File: config.mk
export PLATFORM = sky130hd
export DESIGN_NAME = minirisc_bus_arbiter_flat
export DESIGN_NICKNAME = d
export VERILOG_FILES = /design/src/rtl/minirisc_bus_arbiter_pkg.sv /design/src/rtl/minirisc_bus_arbiter_if.sv /design/src/rtl/minirisc_bus_arbiter_mux.sv /design/src/rtl/minirisc_bus_arbiter.sv /design/src/flat_wrapper.sv
export SDC_FILE = /design/constraint.sdc
export NUM_CORES = 1
export LEC_CHECK = 0
export BUFFER_PORTS_ARGS = -buffer_cell sky130_fd_sc_hd__buf_2
export CORE_MARGIN = 2
export CORE_UTILIZATION = 38
export DETAILED_ROUTE_END_ITERATION = 16
export GPL_ROUTABILITY_DRIVEN = 0
export PLACE_DENSITY = 0.82
export RECOVER_POWER = 50
export SLEW_MARGIN = 15
export SYNTH_ARGS = -nofsm -noshare
export SYNTH_HDL_FRONTEND = slang
export SYNTH_SLANG_ARGS = --single-unit
File: constraint.sdc
create_clock -name clk -period 3.02 [get_ports clk]
set_clock_uncertainty 0.05 [all_clocks]
set_input_delay 0.302 -clock clk [delete_from_list [all_inputs] [get_ports clk]]
set_output_delay 0.302 -clock clk [all_outputs]
set_load 0.02 [all_outputs]
File: src/rtl/minirisc_bus_arbiter_pkg.sv
// Shared definitions for the MiniRISC data-memory bus arbiter.
// Holds the arbiter state encoding and the round-robin search helper.
package minirisc_bus_pkg;

    localparam int OWNER_W     = 3;
    localparam int MAX_MASTERS = 1 << OWNER_W;

    typedef enum logic [1:0] {
        IDLE   = 2'd0,
        OWNED  = 2'd1,
        REVOKE = 2'd2
    } arb_state_e;

    // First set bit of req at or after start, wrapping modulo num.
    // Returns start when req is empty; callers gate on |req.
    function automatic logic [OWNER_W-1:0] rr_pick(
        input logic [MAX_MASTERS-1:0] req,
        input logic [OWNER_W-1:0]     start,
        input int                     num
    );
        logic [OWNER_W-1:0] pick;
        logic [OWNER_W-1:0] idx;
        logic               found;
        pick  = start;
        found = 1'b0;
        for (int k = 0; k < MAX_MASTERS; k++) begin
            idx = OWNER_W'((int'(start) + k) % num);
            if (!found && (k < num) && req[idx]) begin
                pick  = idx;
                found = 1'b1;
            end
        end
        return pick;
    endfunction

endpackage

File: src/rtl/minirisc_bus_arbiter_if.sv
// Master-side and slave-side signal bundle of the shared data-memory bus.
// The arbiter modport sits between N masters and the single slave bus.
interface minirisc_bus_arbiter_if #(
    parameter int NUM_MASTERS = 4,
    parameter int ADDR_W      = 8,
    parameter int DATA_W      = 8
);
    logic [NUM_MASTERS-1:0]        m_bus_req;
    logic [NUM_MASTERS-1:0]        m_bus_grant;
    logic [NUM_MASTERS*ADDR_W-1:0] m_mst2slv_addr;
    logic [NUM_MASTERS-1:0]        m_mst2slv_wr;
    logic [NUM_MASTERS-1:0]        m_mst2slv_rd;
    logic [NUM_MASTERS*DATA_W-1:0] m_mst2slv_data;
    logic [DATA_W-1:0]             m_slv2mst_data;

    logic [ADDR_W-1:0]             s_mst2slv_addr;
    logic                          s_mst2slv_wr;
    logic                          s_mst2slv_rd;
    logic [DATA_W-1:0]             s_mst2slv_data;
    logic [DATA_W-1:0]             s_slv2mst_data;

    modport arbiter (
        input  m_bus_req, m_mst2slv_addr, m_mst2slv_wr, m_mst2slv_rd,
               m_mst2slv_data, s_slv2mst_data,
        output m_bus_grant, m_slv2mst_data, s_mst2slv_addr, s_mst2slv_wr,
               s_mst2slv_rd, s_mst2slv_data
    );

    modport master (
        output m_bus_req, m_mst2slv_addr, m_mst2slv_wr, m_mst2slv_rd,
               m_mst2slv_data,
        input  m_bus_grant, m_slv2mst_data
    );

    modport slave (
        input  s_mst2slv_addr, s_mst2slv_wr, s_mst2slv_rd, s_mst2slv_data,
        output s_slv2mst_data
    );

endinterface

File: src/rtl/minirisc_bus_arbiter_mux.sv
// AND-OR multiplexer selecting the granted master onto the slave bus.
// Purely combinational; an all-zero grant yields an all-zero slave bus.
module minirisc_bus_mux #(
    parameter int NUM_MASTERS = 4,
    parameter int ADDR_W      = 8,
    parameter int DATA_W      = 8
) (
    input  logic [NUM_MASTERS-1:0]        grant,
    input  logic [NUM_MASTERS*ADDR_W-1:0] m_addr,
    input  logic [NUM_MASTERS-1:0]        m_wr,
    input  logic [NUM_MASTERS-1:0]        m_rd,
    input  logic [NUM_MASTERS*DATA_W-1:0] m_data,
    output logic [ADDR_W-1:0]             s_addr,
    output logic                          s_wr,
    output logic                          s_rd,
    output logic [DATA_W-1:0]             s_data
);

    always_comb begin
        s_addr = '0;
        s_wr   = 1'b0;
        s_rd   = 1'b0;
        s_data = '0;
        for (int i = 0; i < NUM_MASTERS; i++) begin
            s_addr |= m_addr[i*ADDR_W +: ADDR_W] & {ADDR_W{grant[i]}};
            s_data |= m_data[i*DATA_W +: DATA_W] & {DATA_W{grant[i]}};
            s_wr   |= m_wr[i] & grant[i];
            s_rd   |= m_rd[i] & grant[i];
        end
    end

endmodule

File: src/rtl/minirisc_bus_arbiter.sv
// Round-robin N-master arbiter for the MiniRISC data-memory bus with
// registered one-hot grant, optional parking and optional hold timeout.
//
//   state  | meaning
//   IDLE   | no grant; next requester from rr_ptr wins
//   OWNED  | one grant bit set (active or parked owner)
//   REVOKE | one-cycle gap after a timeout; revoked master is skipped
module minirisc_bus_arbiter
    import minirisc_bus_pkg::*;
#(
    parameter int NUM_MASTERS = 4,
    parameter int ADDR_W      = 8,
    parameter int DATA_W      = 8,
    parameter int MAX_HOLD    = 0,
    parameter int PARK        = 1
) (
    input  logic                  clk,
    input  logic                  rst,
    minirisc_bus_arbiter_if.arbiter bus,
    output logic [OWNER_W-1:0]    owner_id,
    output logic                  bus_busy,
    output logic                  timeout_evt
);

    localparam int HOLD_W = 16;

    if (NUM_MASTERS < 2 || NUM_MASTERS > MAX_MASTERS) begin : g_bad_num_masters
        $error("minirisc_bus_arbiter: NUM_MASTERS must be 2..8");
    end

    arb_state_e             state_q, state_d;
    logic [OWNER_W-1:0]     owner_q, owner_d;
    logic [OWNER_W-1:0]     rr_q, rr_d;
    logic [NUM_MASTERS-1:0] grant_q, grant_d;
    logic [HOLD_W-1:0]      hold_q, hold_d;

    logic [MAX_MASTERS-1:0] req_ext;
    logic [MAX_MASTERS-1:0] others;
    logic                   owner_req;
    logic [OWNER_W-1:0]     after_owner;
    logic [OWNER_W-1:0]     pick_idle;
    logic [OWNER_W-1:0]     pick_next;
    logic                   take;
    logic [OWNER_W-1:0]     pick;

    assign req_ext     = MAX_MASTERS'(bus.m_bus_req);
    assign owner_req   = req_ext[owner_q];
    assign others      = req_ext & ~(MAX_MASTERS'(1) << owner_q);
    assign after_owner = OWNER_W'((int'(owner_q) + 1) % NUM_MASTERS);
    assign pick_idle   = rr_pick(req_ext, rr_q, NUM_MASTERS);
    // Search from the slot after the owner; the owner itself is never a candidate.
    assign pick_next   = rr_pick(others, after_owner, NUM_MASTERS);

    always_comb begin
        state_d = state_q;
        owner_d = owner_q;
        grant_d = grant_q;
        hold_d  = hold_q;
        rr_d    = rr_q;
        take    = 1'b0;
        pick    = pick_next;

        case (state_q)
            IDLE: begin
                if (|req_ext) begin
                    take = 1'b1;
                    pick = pick_idle;
                end
            end
            OWNED: begin
                if (owner_req) begin
                    if (|others) begin
                        if ((MAX_HOLD != 0) && (hold_q == HOLD_W'(MAX_HOLD - 1))) begin
                            state_d = REVOKE;
                            grant_d = '0;
                            hold_d  = '0;
                        end else if (hold_q != '1) begin
                            hold_d = hold_q + 1'b1;
                        end
                    end
                end else if (|others) begin
                    take = 1'b1;
                end else if (PARK == 0) begin
                    state_d = IDLE;
                    grant_d = '0;
                end
            end
            REVOKE: begin
                if (|others) begin
                    take = 1'b1;
                end else begin
                    state_d = IDLE;
                end
            end
            default: begin
                state_d = IDLE;
                grant_d = '0;
            end
        endcase

        if (take) begin
            state_d = OWNED;
            owner_d = pick;
            grant_d = NUM_MASTERS'(1) << pick;
            hold_d  = '0;
            rr_d    = OWNER_W'((int'(pick) + 1) % NUM_MASTERS);
        end
    end

    always_ff @(posedge clk or negedge rst) begin
        if (!rst) begin
            state_q <= IDLE;
            owner_q <= '0;
            rr_q    <= '0;
            grant_q <= '0;
            hold_q  <= '0;
        end else begin
            state_q <= state_d;
            owner_q <= owner_d;
            rr_q    <= rr_d;
            grant_q <= grant_d;
            hold_q  <= hold_d;
        end
    end

    assign bus.m_bus_grant    = grant_q;
    assign bus.m_slv2mst_data = bus.s_slv2mst_data;
    assign owner_id           = owner_q;
    assign bus_busy           = |grant_q;
    assign timeout_evt        = (state_q == REVOKE);

    minirisc_bus_mux #(
        .NUM_MASTERS (NUM_MASTERS),
        .ADDR_W      (ADDR_W),
        .DATA_W      (DATA_W)
    ) u_mux (
        .grant  (grant_q),
        .m_addr (bus.m_mst2slv_addr),
        .m_wr   (bus.m_mst2slv_wr),
        .m_rd   (bus.m_mst2slv_rd),
        .m_data (bus.m_mst2slv_data),
        .s_addr (bus.s_mst2slv_addr),
        .s_wr   (bus.s_mst2slv_wr),
        .s_rd   (bus.s_mst2slv_rd),
        .s_data (bus.s_mst2slv_data)
    );

endmodule
File: src/flat_wrapper.sv
// flat-port wrapper written by rule: the top's interface ports become plain ports
module minirisc_bus_arbiter_flat import minirisc_bus_pkg::*;
#(
    parameter int NUM_MASTERS = 4,
    parameter int ADDR_W      = 8,
    parameter int DATA_W      = 8,
    parameter int MAX_HOLD    = 0,
    parameter int PARK        = 1
)
  (clk, rst, owner_id, bus_busy, timeout_evt, bus_m_bus_req, bus_m_mst2slv_addr, bus_m_mst2slv_wr, bus_m_mst2slv_rd, bus_m_mst2slv_data, bus_s_slv2mst_data, bus_m_bus_grant, bus_m_slv2mst_data, bus_s_mst2slv_addr, bus_s_mst2slv_wr, bus_s_mst2slv_rd, bus_s_mst2slv_data);
  minirisc_bus_arbiter_if #(.NUM_MASTERS(NUM_MASTERS), .ADDR_W(ADDR_W), .DATA_W(DATA_W)) bus_i ();
  input  logic clk;
  input  logic rst;
  output logic [OWNER_W-1:0] owner_id;
  output logic bus_busy;
  output logic timeout_evt;
  input wire logic [$bits(bus_i.m_bus_req)-1:0] bus_m_bus_req;
  input wire logic [$bits(bus_i.m_mst2slv_addr)-1:0] bus_m_mst2slv_addr;
  input wire logic [$bits(bus_i.m_mst2slv_wr)-1:0] bus_m_mst2slv_wr;
  input wire logic [$bits(bus_i.m_mst2slv_rd)-1:0] bus_m_mst2slv_rd;
  input wire logic [$bits(bus_i.m_mst2slv_data)-1:0] bus_m_mst2slv_data;
  input wire logic [$bits(bus_i.s_slv2mst_data)-1:0] bus_s_slv2mst_data;
  output wire logic [$bits(bus_i.m_bus_grant)-1:0] bus_m_bus_grant;
  output wire logic [$bits(bus_i.m_slv2mst_data)-1:0] bus_m_slv2mst_data;
  output wire logic [$bits(bus_i.s_mst2slv_addr)-1:0] bus_s_mst2slv_addr;
  output wire logic [$bits(bus_i.s_mst2slv_wr)-1:0] bus_s_mst2slv_wr;
  output wire logic [$bits(bus_i.s_mst2slv_rd)-1:0] bus_s_mst2slv_rd;
  output wire logic [$bits(bus_i.s_mst2slv_data)-1:0] bus_s_mst2slv_data;
  assign bus_i.m_bus_req = bus_m_bus_req;
  assign bus_i.m_mst2slv_addr = bus_m_mst2slv_addr;
  assign bus_i.m_mst2slv_wr = bus_m_mst2slv_wr;
  assign bus_i.m_mst2slv_rd = bus_m_mst2slv_rd;
  assign bus_i.m_mst2slv_data = bus_m_mst2slv_data;
  assign bus_i.s_slv2mst_data = bus_s_slv2mst_data;
  assign bus_m_bus_grant = bus_i.m_bus_grant;
  assign bus_m_slv2mst_data = bus_i.m_slv2mst_data;
  assign bus_s_mst2slv_addr = bus_i.s_mst2slv_addr;
  assign bus_s_mst2slv_wr = bus_i.s_mst2slv_wr;
  assign bus_s_mst2slv_rd = bus_i.s_mst2slv_rd;
  assign bus_s_mst2slv_data = bus_i.s_mst2slv_data;
  minirisc_bus_arbiter #(.NUM_MASTERS(NUM_MASTERS), .ADDR_W(ADDR_W), .DATA_W(DATA_W), .MAX_HOLD(MAX_HOLD), .PARK(PARK)) u_core (.clk(clk), .rst(rst), .bus(bus_i), .owner_id(owner_id), .bus_busy(bus_busy), .timeout_evt(timeout_evt));
endmodule
; ---- Yosys cells after proc, flatten, opt, wreduce, memory -nomap -nowiden
; Index checks and enable logic that the tools add are counted.
[totals]
register_bits = 12
in_bits = 86
out_inout_bits = 35
wordCells = 136
[classes]
n_addsub = 8
magnitude_cmp = 9
n_eq_ne = 5
shifts = 2
muxes = 43
bitwise_logic = 38
n_reduce_logical = 27
[ops]
columns = operator, count
row1 = $and A8 B8 Y8, 8
row2 = $or A8 B8 Y8, 6
row3 = $mux W3, 10
row4 = $lt A3 B4 Y1 const B, 7
row5 = $bmux W1 S3, 7
row6 = $mux W1, 18
row7 = $reduce_or A2 Y1, 9
row8 = $add A2 B1 Y2 const B, 4
row9 = $add A2 B2 Y2 const B, 4
row10 = $and A1 B1 Y1, 8
row11 = $and A1 B1 Y1 const A, 8
row12 = $and A4 B8 Y8, 1
row13 = $lt A2 B4 Y1 const B, 2
row14 = $mux W4, 2
row15 = $not A8 Y8, 1
row16 = $reduce_or A4 Y1, 2
row17 = $reduce_or A8 Y1, 1
row18 = $shl A1 B3 Y8 const A, 1
row19 = $logic_and A1 B1 Y1, 6
row20 = $logic_not A1 Y1, 6
row21 = $or A1 B1 Y1, 6
row22 = $bmux W1 S2, 2
row23 = $mux W2, 2
row24 = $ne A2 B1 Y1 const B, 2
row25 = other kinds (9), 9

; ---- Logic depth before layout (Yosys ltp)
[depth]
depth_word = 20
depth_mapped = 11
depth_no_buf = 9

; ---- By module
; From an unflattened synthesis, not the netlist that was laid out.
[unflattened]
hier_cells = 175
hier_area_um2 = 1491.4
[modules_own_cells]
columns = module, n_inst, cells_per_inst, area_each_um2, seq_area_each_um2
row1 = minirisc_bus_arbiter, 1, 113, 1053.5, 225.2
row2 = minirisc_bus_mux, 1, 62, 437.9, 0.0

; ---- Worst setup path before layout
; No wires, ideal clock.
[synth_timing]
path_type = register to register
start = reg u_core.owner_q[0] (netlist: u_core.owner_id[0])
end = reg u_core.rr_q[1]
setup_ps = 125
arrival_time_ps = 2751
required_time_ps = 2845
path_slack_ps = 94
stages_incl_launch_ff = 11
path_buffers = 2
period_less_slack_ps = 2926
cell_sequence = dfrtp_1 buf_6 inv_1 ha_1 buf_2 mux4_2 a2bb2oi_2 xnor2_2 o21ai_0 ha_1 mux2_4
[synth_between]
elab_chain_len = 18
word_cells_on_any_way = 43
classes_between = add/sub: 5 / shift: 1 / mux: 22 / bitwise: 5 / reduce/logical: 10
[synth_lines]
columns = item, line_no
row1 = start: declaration, minirisc_bus_arbiter.sv:32  ; logic [OWNER_W-1:0] owner_q, owner_d;
row2 = start signal: assignment, minirisc_bus_arbiter.sv:119  ; owner_q <= owner_d;
row3 = branches (longest 14 deep; another with $add A2 B1 Y2), -
row4 = $mux W3 (*), minirisc_bus_arbiter_pkg.sv:28  ; if (!found && (k < num) && req[idx]) begin
row5 = $mux W3, minirisc_bus_arbiter.sv:65  ; if (|req_ext) begin
row6 = $mux W3 (*), minirisc_bus_arbiter.sv:63  ; case (state_q)
row7 = named net u_core.pick[1], minirisc_bus_arbiter.sv:44  ; logic [OWNER_W-1:0] pick;
row8 = $add A2 B1 Y2 (*), minirisc_bus_arbiter.sv:106  ; rr_d = OWNER_W'((int'(pick) + 1) % NUM_MASTERS);
row9 = end signal: assignment, minirisc_bus_arbiter.sv:120  ; rr_q <= rr_d;
row10 = end: declaration, minirisc_bus_arbiter.sv:33  ; logic [OWNER_W-1:0] rr_q, rr_d;
; Mark *: on every way through the listed nets, which the timed path passes. The select of a mux whose other input is x is not followed.
; A chain may end at the register's enable or synchronous reset.

; ---- Worst setup path after layout
[layout_timing]
start = reg u_core.owner_q[1] (netlist: u_core.owner_id[1])
end = reg u_core.rr_q[1]
; Same word-level chain as after synthesis.

==> results_dict.tcl <==
set metrics [dict create \
    r2r_end "u_core.rr_q[1]$_DFFE_PN0P_" \
    antenna_cells 0 \
    htree_num_levels 1 \
    path_cells "inv_1 > ha_1 > mux4_2 > a2bb2oi_2 > xnor2_2 > o21ai_0 > ha_1 > mux2_4" \
    cp-start-kind "flop" \
    min_period_ns 2.78 \
    cts_tree "yes" \
    r2r.worst_path.cells 8 \
    slew_violations 0 \
    p_leak_nw 0.950 \
    clk_latency_ns 0.25 \
    ys_top_cells_by_area "a22oi_1 (21%), dfrtp_1 (17%), ha_1 (7.5%)" \
    critPathBufInv 1 \
    tns_ns 0 \
    avgSynthCellArea_um2 8.64 \
    grt_max_degree 22 \
    worstMarginPinSlew_ns 0.750 \
    clkTransAtPathRegs_ns 0.06 \
    relSlewSlack 0.495 \
    syn_to_final_growth_pct 34.9 \
    hold_viol_final 0 \
    setup_viol 0 \
    crit_top_cell "ha_1" \
    antenna_found_initial 0 \
    fin_util 0.537 \
    crit_fanout 6 \
    synth_top_area_frac 0.207 \
    synth-edff-count 0 \
    reg2reg_slack_ns 0.24 \
    critPathKind "flop to flop" \
    crit_start "u_core.owner_id[1]$_DFFE_PN0P_" \
    dieArea_mm2 0.00401 \
    worstReg2RegStart "u_core.owner_id[1]$_DFFE_PN0P_" \
    routedWlPerCell_um 14.5 \
    grt_usage 0.201 \
    routed_wirelength_um 4190 \
    die_w_um 63.4 \
    fp-row-count 21 \
    synth_top_cell_by_area "a22oi_1" \
    first_pass_iters 4 \
    fmax_mhz 360 \
    ioPinCount 121 \
    drt-initial-drc-count 138 \
    worstSetupEndpointType "flop" \
    cap_violations 0 \
    cp.arrival_ns 2.86 \
    ys.flop_type "dfrtp_1" \
    power_density_mw_per_mm2 1060 \
    cp_slowest_stage_delay_ns 0.55 \
    cts.path.max_buffers 2 \
    nNetsFinal 338 \
    slowest_stage "mux4_2" \
    cts.sinks 9 \
    drive_above_1_share 0.473 \
    finalCritPeriodShare 0.920 \
    cts_resized 0 \
    grt_first_pass_wirelength_um 6660 \
    hp-class "primary input to asynchronous set/reset pin" \
    vias 1545 \
    dp_hpwl_um 3290 \
    gr-total-overflow 0 \
    post-route-drc-count 0 \
    rsz0062_at_grt "no" \
    syn-instance-count 155 \
    crit_family "multiplexers" \
    ys_types 40 \
    crit_end "u_core.rr_q[1]$_DFFE_PN0P_" \
    cp_num_cells 8 \
    core_region_area_mm2 0.00336 \
    yosysSeqAreaShare 0.168 \
    status "finished, final reports clean" \
    grt_pass1_vias 1465 \
    synth_most_common_cell "a22oi_1" \
    postRouteAntennaNets 0 \
    async_reset_ff_frac 1.00 \
    syn_area_mm2 0.00134 \
    ys_ff_latch 9 \
    cp.required_ns 3.11 \
    yosysWarnings 0 \
    numPortBuffers 102 \
    initial_core_util 0.398 \
    cts_buffers 3 \
    clockRootBuffer "clkbuf_4" \
    routed_via_density 5.35 \
    vdd_drop_max_mv 0.474 \
    die_h_um 63.4 \
    synth_common_cells "a22oi_1 (37), nand2_1 (22), buf_4 (11)" \
]
==> through the flow <==
step | hold slack, ns | worst slack [ns] | cell area [µm²] | total power, mW | std cells
global route | 0.524 | 0.0798 | 1810 | 2.08 | 289
global placement | 0.116 | 0.349 | 1790 | 1.80 | 284
floorplan | -0.0436 | 0.0943 | 1340 | 1.44 | 156
finish | 0.488 | 0.242 | 1810 | 1.91 | 289
CTS | 0.382 | 0.234 | 1830 | 1.93 | 289
detailed placement | 0.121 | 0.250 | 1790 | 1.83 | 284
==> registers in the layout, indices dropped and copies added (netlist names) <==
register and flops:
u_core.owner_id 2, u_core.rr_q 2, u_core.bus.m_bus_grant 4, u_core.state_q 1
==> layout by cell type (no fill, tap or decap), drive strengths merged, types with 3 or more instances in the layout <==
| cell | synthesis | final |
|---|---|---|
| mux2i | 3 | 3 |
| a22oi | 37 | 37 |
| inv | 5 | 5 |
| nand2 | 22 | 22 |
| a21oi | 3 | 3 |
| buf | 15 | 97 |
| mux4 | 3 | 3 |
| nor2b | 6 | 6 |
| mux2 | 7 | 7 |
| nor2 | 3 | 3 |
| o21ai | 4 | 4 |
| ha | 8 | 8 |
| clkbuf | 8 | 12 |
| dfrtp | 9 | 9 |
==> cell families after synthesis <==
logic type | synth area share
simple gates | 0.154
buf+inv | 0.118
other cells | 0.00280
compound gates | 0.319
xor+xnor | 0.0122
flops | 0.168
fa+ha+maj | 0.0748
mux | 0.151
==> routing by layer <==
metal	wire length, µm	GRT usage
met1	1860	0.278
met2	2050	0.334
met4	0	0.0245
met3	277	0.0357
met5	0	0
==> worst min-delay path by stage <==
| stage | start | endpoint | slack (ns) | cells after the start |
|---|---|---|---|---|
| 2_1_floorplan | rst | u_core.bus.m_bus_grant[0]$_DFFE_PN0P_ | -0.04 | 0 |
| 6_report | rst | u_core.state_q[0]$_DFFE_PN0P_ | 0.49 | 2 |
| 3_3_place_gp | rst | u_core.owner_id[1]$_DFFE_PN0P_ | 0.12 | 1 |
| 3_5_place_dp | rst | u_core.owner_id[1]$_DFFE_PN0P_ | 0.12 | 1 |
| 4_1_cts | rst | u_core.state_q[0]$_DFFE_PN0P_ | 0.38 | 2 |
| 5_1_grt | bus_m_bus_req[2] | u_core.state_q[0]$_DFFE_PN0P_ | 0.52 | 3 |
==> final cells by class <==
| type | instances | area, µm² |
|---|---|---|
| Tap cell | 46 | 57.6 |
| Fill cell | 361 | 1560 |
| Clock buffer | 4 | 26.3 |
| Inverter | 5 | 18.8 |
| Multi-Input combinational cell | 119 | 945 |
| Sequential cell | 9 | 225 |
| Timing Repair Buffer | 106 | 533 |
==> report_power, final <==
group	internal, mW	total [mW]	switching [mW]
clock	0.0509	0.0920	0.0411
sequential	0.175	0.339	0.164
combinational	0.709	1.48	0.773
total	0.934	1.91	0.978
==> what timing repair did <==
item | CTS | global route
endpoints found under the setup margin | 0 | 0
hold buffers | 1 | 0
endpoints found under the hold margin | 9 | 0
buffers inserted | 0 | 0
Note: power is estimated with default switching activity, not from simulation.
